--- config.mk ---
export PLATFORM = sky130hd
export DESIGN_NAME = vscale_dmem_bridge
export DESIGN_NICKNAME = d
export VERILOG_FILES = /design/src/rtl/vscale_dmem_bridge.sv
export SDC_FILE = /design/constraint.sdc
export NUM_CORES = 1
export LEC_CHECK = 0
export ABC_CLOCK_PERIOD_IN_PS = 4700
export CORE_MARGIN = 2
export CORE_UTILIZATION = 43
export DETAILED_ROUTE_END_ITERATION = 8
export GPL_ROUTABILITY_DRIVEN = 0
export GPL_TIMING_DRIVEN = 0
export PLACE_DENSITY = 0.83
export SLEW_MARGIN = 10
export SYNTH_ARGS = -nofsm -noshare
export SYNTH_HDL_FRONTEND = slang
export SYNTH_SLANG_ARGS = --single-unit
--- constraint.sdc ---
create_clock -name clk -period 4.7 [get_ports clk]
set_clock_uncertainty 0.2 [all_clocks]
set_input_delay 0.94 -clock clk [delete_from_list [all_inputs] [get_ports clk]]
set_output_delay 0.94 -clock clk [all_outputs]
set_load 0.03 [all_outputs]
--- src/rtl/vscale_dmem_bridge.sv ---
// ---------------------------------------------------------------------------
// vscale_dmem_bridge
//   Turns the V-scale pipeline's split address/data-phase data-memory port into
//   a simple request/ack bus transaction. Accesses are handled one at a time.
//   A misaligned access never reaches the bus. It is answered as an access
//   fault after a single wait cycle.
//
//   Pipeline side:
//     dmem_en, dmem_wen, dmem_size, dmem_addr  address phase (taken when !dmem_wait)
//     dmem_wdata_delayed                       store data, valid in the data phase
//     dmem_wait                                stall request back to the pipeline
//     dmem_rdata                               last loaded word (raw, aligned)
//     dmem_badmem_e                            access fault, valid in the response cycle
//   Bus side:
//     bus_req, bus_we, bus_addr, bus_be, bus_wdata   request, held until bus_ack
//     bus_ack, bus_rdata, bus_err                    single-cycle completion
//
//   FSM: IDLE -> DATA -> BUS (N cycles) -> RESP. A misaligned access goes
//   DATA -> RESP. A new access can be accepted in RESP with no IDLE bubble.
// ---------------------------------------------------------------------------
module vscale_dmem_bridge (
    input  logic        clk,
    input  logic        reset_n,
    input  logic        dmem_en,
    input  logic        dmem_wen,
    input  logic [2:0]  dmem_size,
    input  logic [31:0] dmem_addr,
    input  logic [31:0] dmem_wdata_delayed,
    output logic        dmem_wait,
    output logic [31:0] dmem_rdata,
    output logic        dmem_badmem_e,
    output logic        bus_req,
    output logic        bus_we,
    output logic [31:0] bus_addr,
    output logic [3:0]  bus_be,
    output logic [31:0] bus_wdata,
    input  logic        bus_ack,
    input  logic [31:0] bus_rdata,
    input  logic        bus_err
);

    typedef enum logic [1:0] {IDLE, DATA, BUS, RESP} state_e;

    state_e      state_q;
    logic        misal_q;     // captured misalignment of the current access
    logic        fault_q;     // response of the current access is a fault
    logic        bus_we_q;
    logic [31:0] bus_addr_q;
    logic [3:0]  bus_be_q;
    logic [31:0] bus_wdata_q;
    logic [31:0] rdata_q;

    logic        accept;
    logic        misal_d;
    logic [3:0]  be_d;

    // dmem_size[2] is the unsigned-load flag. Sign handling is done by the
    // pipeline on the raw word, so this block does not need it.
    logic        unused_size_hi;
    assign unused_size_hi = dmem_size[2];

    // Only the wait-free states (IDLE, RESP) can take an address phase. Any
    // dmem_en raised while dmem_wait is high is therefore ignored.
    assign accept = dmem_en && !dmem_wait;

    always_comb begin
        misal_d = 1'b0;
        be_d    = 4'b0000;
        unique case (dmem_size[1:0])
            2'd0: begin
                be_d = 4'b0001 << dmem_addr[1:0];
            end
            2'd1: begin
                misal_d = dmem_addr[0];
                be_d    = dmem_addr[1] ? 4'b1100 : 4'b0011;
            end
            2'd2: begin
                misal_d = |dmem_addr[1:0];
                be_d    = 4'b1111;
            end
            default: begin
                misal_d = 1'b1;    // illegal size: always faulted, never issued
            end
        endcase
    end

    // Handshake outputs are pure decodes of the state register. As a result,
    // bus_req has no combinational path from bus_ack. A reset during BUS drops
    // bus_req the moment the state register clears.
    assign dmem_wait     = (state_q == DATA) || (state_q == BUS);
    assign bus_req       = (state_q == BUS);
    assign dmem_badmem_e = (state_q == RESP) && fault_q;

    assign bus_we     = bus_we_q;
    assign bus_addr   = bus_addr_q;
    assign bus_be     = bus_be_q;
    assign bus_wdata  = bus_wdata_q;
    assign dmem_rdata = rdata_q;

    always_ff @(posedge clk or negedge reset_n) begin
        if (!reset_n) begin
            state_q     <= IDLE;
            misal_q     <= 1'b0;
            fault_q     <= 1'b0;
            bus_we_q    <= 1'b0;
            bus_addr_q  <= 32'h0;
            bus_be_q    <= 4'b0000;
            bus_wdata_q <= 32'h0;
            rdata_q     <= 32'h0;
        end else begin
            unique case (state_q)
                IDLE, RESP: begin
                    if (accept) begin
                        state_q    <= DATA;
                        misal_q    <= misal_d;
                        fault_q    <= 1'b0;
                        bus_we_q   <= dmem_wen;
                        bus_addr_q <= {dmem_addr[31:2], 2'b00};
                        bus_be_q   <= be_d;
                    end else begin
                        state_q <= IDLE;
                    end
                end
                DATA: begin
                    bus_wdata_q <= dmem_wdata_delayed;
                    if (misal_q) begin
                        fault_q <= 1'b1;
                        state_q <= RESP;
                    end else begin
                        state_q <= BUS;
                    end
                end
                BUS: begin
                    if (bus_ack) begin
                        state_q <= RESP;
                        if (bus_err) begin
                            fault_q <= 1'b1;       // load data is not updated on a fault
                        end else if (!bus_we_q) begin
                            rdata_q <= bus_rdata;
                        end
                    end
                end
                default: state_q <= IDLE;
            endcase
        end
    end

endmodule

==> results of run 1 <==
## registers in the layout (all words and copies together) (netlist names)
register	count
bus_wdata	32
dmem_rdata	32
bus_addr	30
bus_be	4
state_q	2
bus_we	1
fault_q	1
misal_q	1
## metrics by stage
step                area [um2]  utilization  hold WS [ns]
floorplan                 4003            -        0.2577
global placement          6193       0.6799        0.2687
detailed placement        6222       0.6831        0.2760
CTS                       6409       0.7036        0.1916
global route              6409       0.7036        0.1796
finish                    6409       0.7036        0.2039
## layout make-up
class                   instances  area, um2
plain buffers                  13      88.84
clock buffers                  10      127.6
clock inverters                 5      58.81
fillers                       679       2700
inverters                       4      15.01
multi-input cells             134       1321
flip-flops and latches        103       2577
well taps                     111      138.9
repair buffers                206       2081
## logic make-up (layout without fill, tap and decap cells)
family / count (synthesis) / after routing / share of synthesized area
compound gates: 17 / 17 / 0.02816
other cells: 1 / 2 / 0.0009378
buf+inv: 17 / 238 / 0.02597
flops: 103 / 103 / 0.6446
mux: 95 / 95 / 0.2675
fa+ha+maj: 3 / 3 / 0.009388
simple gates: 17 / 17 / 0.02347
## cells in the final DEF, fill, tap and decap left out, drive strengths merged
| master | synthesis | routed |
|---|---|---|
| a21bo | 1 | 1 |
| a21o | 2 | 2 |
| a21oi | 6 | 6 |
| a22o | 1 | 1 |
| a32o | 1 | 1 |
| and2 | 1 | 1 |
| buf | 13 | 15 |
| bufinv | 0 | 1 |
| clkbuf | 0 | 10 |
| clkdlybuf4s50 | 0 | 204 |
| clkinv | 0 | 1 |
| clkinvlp | 0 | 2 |
| conb | 1 | 2 |
| dfrtp | 103 | 103 |
| ha | 3 | 3 |
| inv | 4 | 5 |
| mux2 | 95 | 95 |
| nand2 | 7 | 7 |
| nand2b | 3 | 3 |
| nand3 | 1 | 1 |
| nand3b | 1 | 1 |
| nor2 | 2 | 2 |
| nor3 | 1 | 1 |
| o21ai | 4 | 4 |
| o221a | 1 | 1 |
| o31ai | 1 | 1 |
| or2 | 1 | 1 |
## power breakdown
group	switching (uW)	internal, uW	total [uW]
Clock	288	245	533
Combinational	1470	1340	2800
Sequential	229	1340	1570
Total	1980	2920	4900
## synthesized netlist by cell type
cell	n
a21bo_2	1
a21o_1	2
a21oi_1	6
a22o_1	1
a32o_1	1
and2_1	1
buf_2	8
buf_4	2
buf_6	3
conb_1	1
dfrtp_1	103
ha_1	3
inv_1	4
mux2_1	2
mux2_2	93
nand2_1	7
nand2b_1	3
nand3_1	1
nand3b_1	1
nor2_1	2
nor3_4	1
o21ai_0	4
o221a_2	1
o31ai_1	1
or2_2	1
## worst max path at each step
| stage | from | to | slack (ns) | cells after the start |
|---|---|---|---|---|
| after floorplan | state_q[0] | dmem_wait | 2.59 | 3 |
| after global placement | reset_n | bus_addr[26] | -1.33 | 1 |
| after detailed placement | bus_ack | dmem_rdata[23] | 1.93 | 5 |
| after CTS | state_q[0] | dmem_wait | 1.61 | 4 |
| after global routing | state_q[0] | dmem_wait | 1.56 | 4 |
| final | state_q[0] | dmem_wait | 1.64 | 4 |
## metal layers
layer,vias up,part of all wire,wire (um),track usage
met1,1398,0.37,3557,0.2141
met4,0,0.016,148,0.06322
met3,12,0.078,737,0.06546
met5,-,0,0,0
li1,1311,-,-,-
met2,118,0.53,5058,0.3345
==> results.cfg, run 1 <==
[run_status]
status = complete, no violations

[pwr]
power_density_nw_per_um2 = 765.3
total_leakage_power_uw = 0.002691
ir_drop_mv = 0.3620
power_uw = 4905

[detailed_routing]
routed_wl_um = 9502
wire_per_inst_um = 16.22
vias = 2839
drtIter0Drc = 37
drcViolationCount = 0
drtAntennaViolNets = 0
viasPerCell = 4.845
firstDrtPassIters = 4

[grt]
antenna_found_initial = 0
grt-ovfl-total = 0
grtUsageTotal = 0.1895
grt_max_degree = 89
grt_pass1_wl_um = 14860
grt_pass1_vias = 3064

[clock_network]
clock_latency_ns = 0.34
clockRootBuffer = clkbuf_8
cts_buffers = 9
cts_hold_buf = 0
cts_buffer_depth = 2
cts_setup_buffers = 0
post_cts_resized = 0
h-tree-depth = 3
cts_tree = built
cts.sinks = 103
clk_pin_slew_worst_paths_ns = 0.10

[placed_design]
dp.cells = 571
place_ws_ns = 1.929
dp_hpwl_um = 7391
port-buffer-count = 205

[logic_synthesis]
netlist_area_um2 = 3999
ys_warn_count = 0
synth_cell_types = 25
ys_ff_latch = 103
ys_seq_area_frac = 0.6446
yosys.area.top_type = dfrtp_1
ys_top_cells_by_area = dfrtp_1 (64%), mux2_2 (26%), buf_2 (1.0%), ha_1 (0.94%), buf_6 (0.84%)
syn_inst = 253
synth_top_area_frac = 0.6446
synth.avg_cell_area_um2 = 15.81

[layout]
final_cells = 586
area_delta_synth_final_pct = 60.26
drive_gt1_frac = 0.2653
fin_nets = 579
n_antenna_cell = 0

[floorplan]
io_pins = 209
die_w_um = 100.4
initial_utilization = 0.4390
row_count = 35
core_um2 = 9109
dieArea_um2 = 10090
die_h_um = 100.4

[timing]
finalSetupViolations = 0
finalCritPeriodShare = 0.6518
rsz0062_at_grt = no
fin_tns_setup_ns = 0
fmax_ghz = 0.3264
hold_viol = 0
fin_ws_ns = 1.637
slew_violations = 0
min_period_ns = 3.063

[critical_path]
cp_common_cell = inv_1
crit_path_max_incr_delay_ns = 0.69
path_class = register to output port
path_buf_inv = 3
end_kind = output port
cp.required_ns = 3.56
worstPathArrival_ns = 1.92
crit_family = buffers and inverters
reg2reg_depth = 6
crit_chain = inv_1 > ha_1 > inv_1 > clkdlybuf4s50_1
crit_fanout = 5
cp-start-kind = register
r2r-end = dmem_rdata[23]
r2r-start = state_q[0]
regToRegSetupSlack_ns = 2.70
slowest_stage = clkdlybuf4s50_1

[flow_run]
max-cap-violations = 0

[min_path]
hp-class = input pin to asynchronous set/reset pin
No activity file was read; power rests on OpenSTA's default activity.
==> inputs of run 2 (changes only) <==
--- a/config.mk
+++ b/config.mk
@@ -5,13 +5,13 @@
 export SDC_FILE = /design/constraint.sdc
 export NUM_CORES = 1
 export LEC_CHECK = 0
-export ABC_CLOCK_PERIOD_IN_PS = 4700
+export ABC_CLOCK_PERIOD_IN_PS = 2570
 export CORE_MARGIN = 2
-export CORE_UTILIZATION = 43
+export CORE_UTILIZATION = 36
 export DETAILED_ROUTE_END_ITERATION = 8
 export GPL_ROUTABILITY_DRIVEN = 0
 export GPL_TIMING_DRIVEN = 0
-export PLACE_DENSITY = 0.83
+export PLACE_DENSITY = 0.74
 export SLEW_MARGIN = 10
 export SYNTH_ARGS = -nofsm -noshare
 export SYNTH_HDL_FRONTEND = slang
==> constraint.sdc (replaced) <==
create_clock -name clk -period 2.57 [get_ports clk]
set_clock_uncertainty 0.2 [all_clocks]
set_input_delay 0.514 -clock clk [delete_from_list [all_inputs] [get_ports clk]]
set_output_delay 0.514 -clock clk [all_outputs]
set_load 0.03 [all_outputs]
==> run 2 against run 1 <==
Net effect:
- die area is 19% higher
- combinational power is 83% higher
- global-route usage is 3.6 points lower
- power is 81% higher
- final area is 0.57% higher
- non-clock buffer count is 1 higher
- largest power group unchanged
- highest routed layer unchanged
==> results.cfg, run 2 (synthesis gave the netlist of run 1 again) <==
[run_status]
status = complete, no violations

[min_path]
min_to = dmem_rdata[5]
hold_depth = 1
hp-start = dmem_rdata[5]
hp-class = register to register

[grt]
grt-ovfl-total = 0
antenna_found_initial = 0
grt_max_degree = 87
grt_pass1_wl_um = 14190
grt_pass1_vias = 3020
grtUsageTotal = 0.1534

[floorplan]
die_w_um = 109.4
row_count = 38
die_h_um = 109.4
dieArea_um2 = 11970
initial_utilization = 0.3689
io_pins = 209
core_um2 = 10840

[timing]
hold_viol = 0
min_period_ns = 2.457
fin_ws_ns = 0.1128
finalCritPeriodShare = 0.9561
fin_tns_setup_ns = 0
fmax_ghz = 0.4070
rsz0062_at_grt = no
slew_violations = 0
finalSetupViolations = 0

[clock_network]
cts_buffer_depth = 2
clock_latency_ns = 0.34
cts.sinks = 103
clockRootBuffer = clkbuf_8
clk_pin_slew_worst_paths_ns = 0.09
h-tree-depth = 3
cts_buffers = 9
cts_tree = built

[critical_path]
crit_fanout = 4
r2r-end = dmem_rdata[20]
end_kind = output port
slowest_stage = clkdlybuf4s50_1
path_buf_inv = 1
crit_path_max_incr_delay_ns = 0.60
cp-start-kind = register
worstPathArrival_ns = 1.74
r2r-start = state_q[0]
crit_cells = 3
path_class = register to output port
reg2reg_depth = 6
crit_family = buffers and inverters
crit_chain = ha_1 > and2_1 > clkdlybuf4s50_1
cp.required_ns = 1.86
regToRegSetupSlack_ns = 0.59

[layout]
area_delta_synth_final_pct = 61.17
n_antenna_cell = 0
drive_gt1_frac = 0.2662
layout_commonest_cell = clkdlybuf4s50_1
multiInputGateArea_um2 = 1321
regArea_um2 = 2577
n_fill_cell = 903
final_cell_mix = clkdlybuf4s50_1 (202), dfrtp_1 (103), mux2_2 (93)
fin_nets = 580

[pwr]
power_density_nw_per_um2 = 1380
swShare = 0.4056
ir_drop_mv = 0.6099
p_switching_uw = 3607
p_int_uw = 5286
p_seq_frac = 0.323
combPwrFrac = 0.574
total_leakage_power_uw = 0.002716
clkPwrFrac = 0.102

[detailed_routing]
drtIter0Drc = 68
routed_wl_um = 9434
firstDrtPassIters = 4
wire_per_inst_um = 15.29
viasPerCell = 4.619
drtAntennaViolNets = 0
drcViolationCount = 0
vias = 2850

[flow_run]
max-cap-violations = 0

[placed_design]
port-buffer-count = 205
place_ws_ns = 0.2405
dp_hpwl_um = 7321
-- run 2: changes by cell type in the layout (fill, tap and decap cells not counted), moves of 2 or more --
cell / before / now
clkinvlp_4: 2 / 0
clkdlybuf4s50_1: 204 / 202
clkbuf_8: 9 / 11
clkinv_2: 1 / 4
-- run 2: layout make-up --
type / instances / share of cell area
inverters: 4 / 0.002330
clock buffers: 12 / 0.02407
well taps: 140 / 0.02718
flip-flops and latches: 103 / 0.3999
plain buffers: 13 / 0.01378
multi-input cells: 134 / 0.2050
clock inverters: 4 / 0.003106
repair buffers: 207 / 0.3246
-- run 2: per-stage QoR --
step | area (um2) | util | hold WS [ns] | cells | power (uW)
after floorplan | 4003 | - | 0.01841 | 254 | 5875
after global placement | 6230 | 0.5747 | 0.2661 | 599 | 7969
after detailed placement | 6259 | 0.5773 | 0.1637 | 600 | 8098
after CTS | 6442 | 0.5943 | 0.2966 | 617 | 9025
after global routing | 6445 | 0.5945 | 0.3010 | 617 | 9386
final | 6445 | 0.5945 | 0.2892 | 617 | 8893
-- run 2: timing repair --
action,CTS,global route
setup buffers,0,0
hold buffers,1,0
hold endpoints to repair,17,0
resized for setup,1,1
gates cloned,0,0
setup endpoints to repair,1,1
-- run 2: power groups by stage --
| stage | Sequential, uW | Clock (uW) | Combinational, uW |
|---|---|---|---|
| 6_report | 2870 | 911 | 5110 |
| 5_1_grt | 2980 | 1030 | 5380 |
| 4_1_cts | 2890 | 953 | 5180 |
| 3_5_place_dp | 2910 | 0 | 5180 |
| 3_3_place_gp | 2860 | 0 | 5100 |
| 2_1_floorplan | 4470 | 0 | 1410 |
-- run 2: per-layer routing --
layer,GRT usage,wire length (um),part of all wire
met4,0.06148,133,0.014
met5,0,0,0
met2,0.2628,4795,0.51
met3,0.05394,887,0.094
met1,0.1747,3616,0.38
-- run 2: worst max path at each step --
stage	start	endpoint	slack, ns
after CTS	state_q[0]	bus_req	0.01
after global routing	state_q[0]	dmem_badmem_e	0.03
after floorplan	state_q[0]	dmem_rdata[10]	0.53
after global placement	reset_n	bus_addr[20]	-3.07
final	state_q[0]	dmem_badmem_e	0.11
after detailed placement	bus_ack	dmem_rdata[28]	0.24
-- run 2: worst register-to-register path, stage by stage (launching register included) --
cell and delay [ns]:
dfrtp_1 0.43, inv_1 0.08, ha_1 0.23, nand2_1 0.12, nor3_4 0.27, buf_6 0.20, mux2_2 0.35
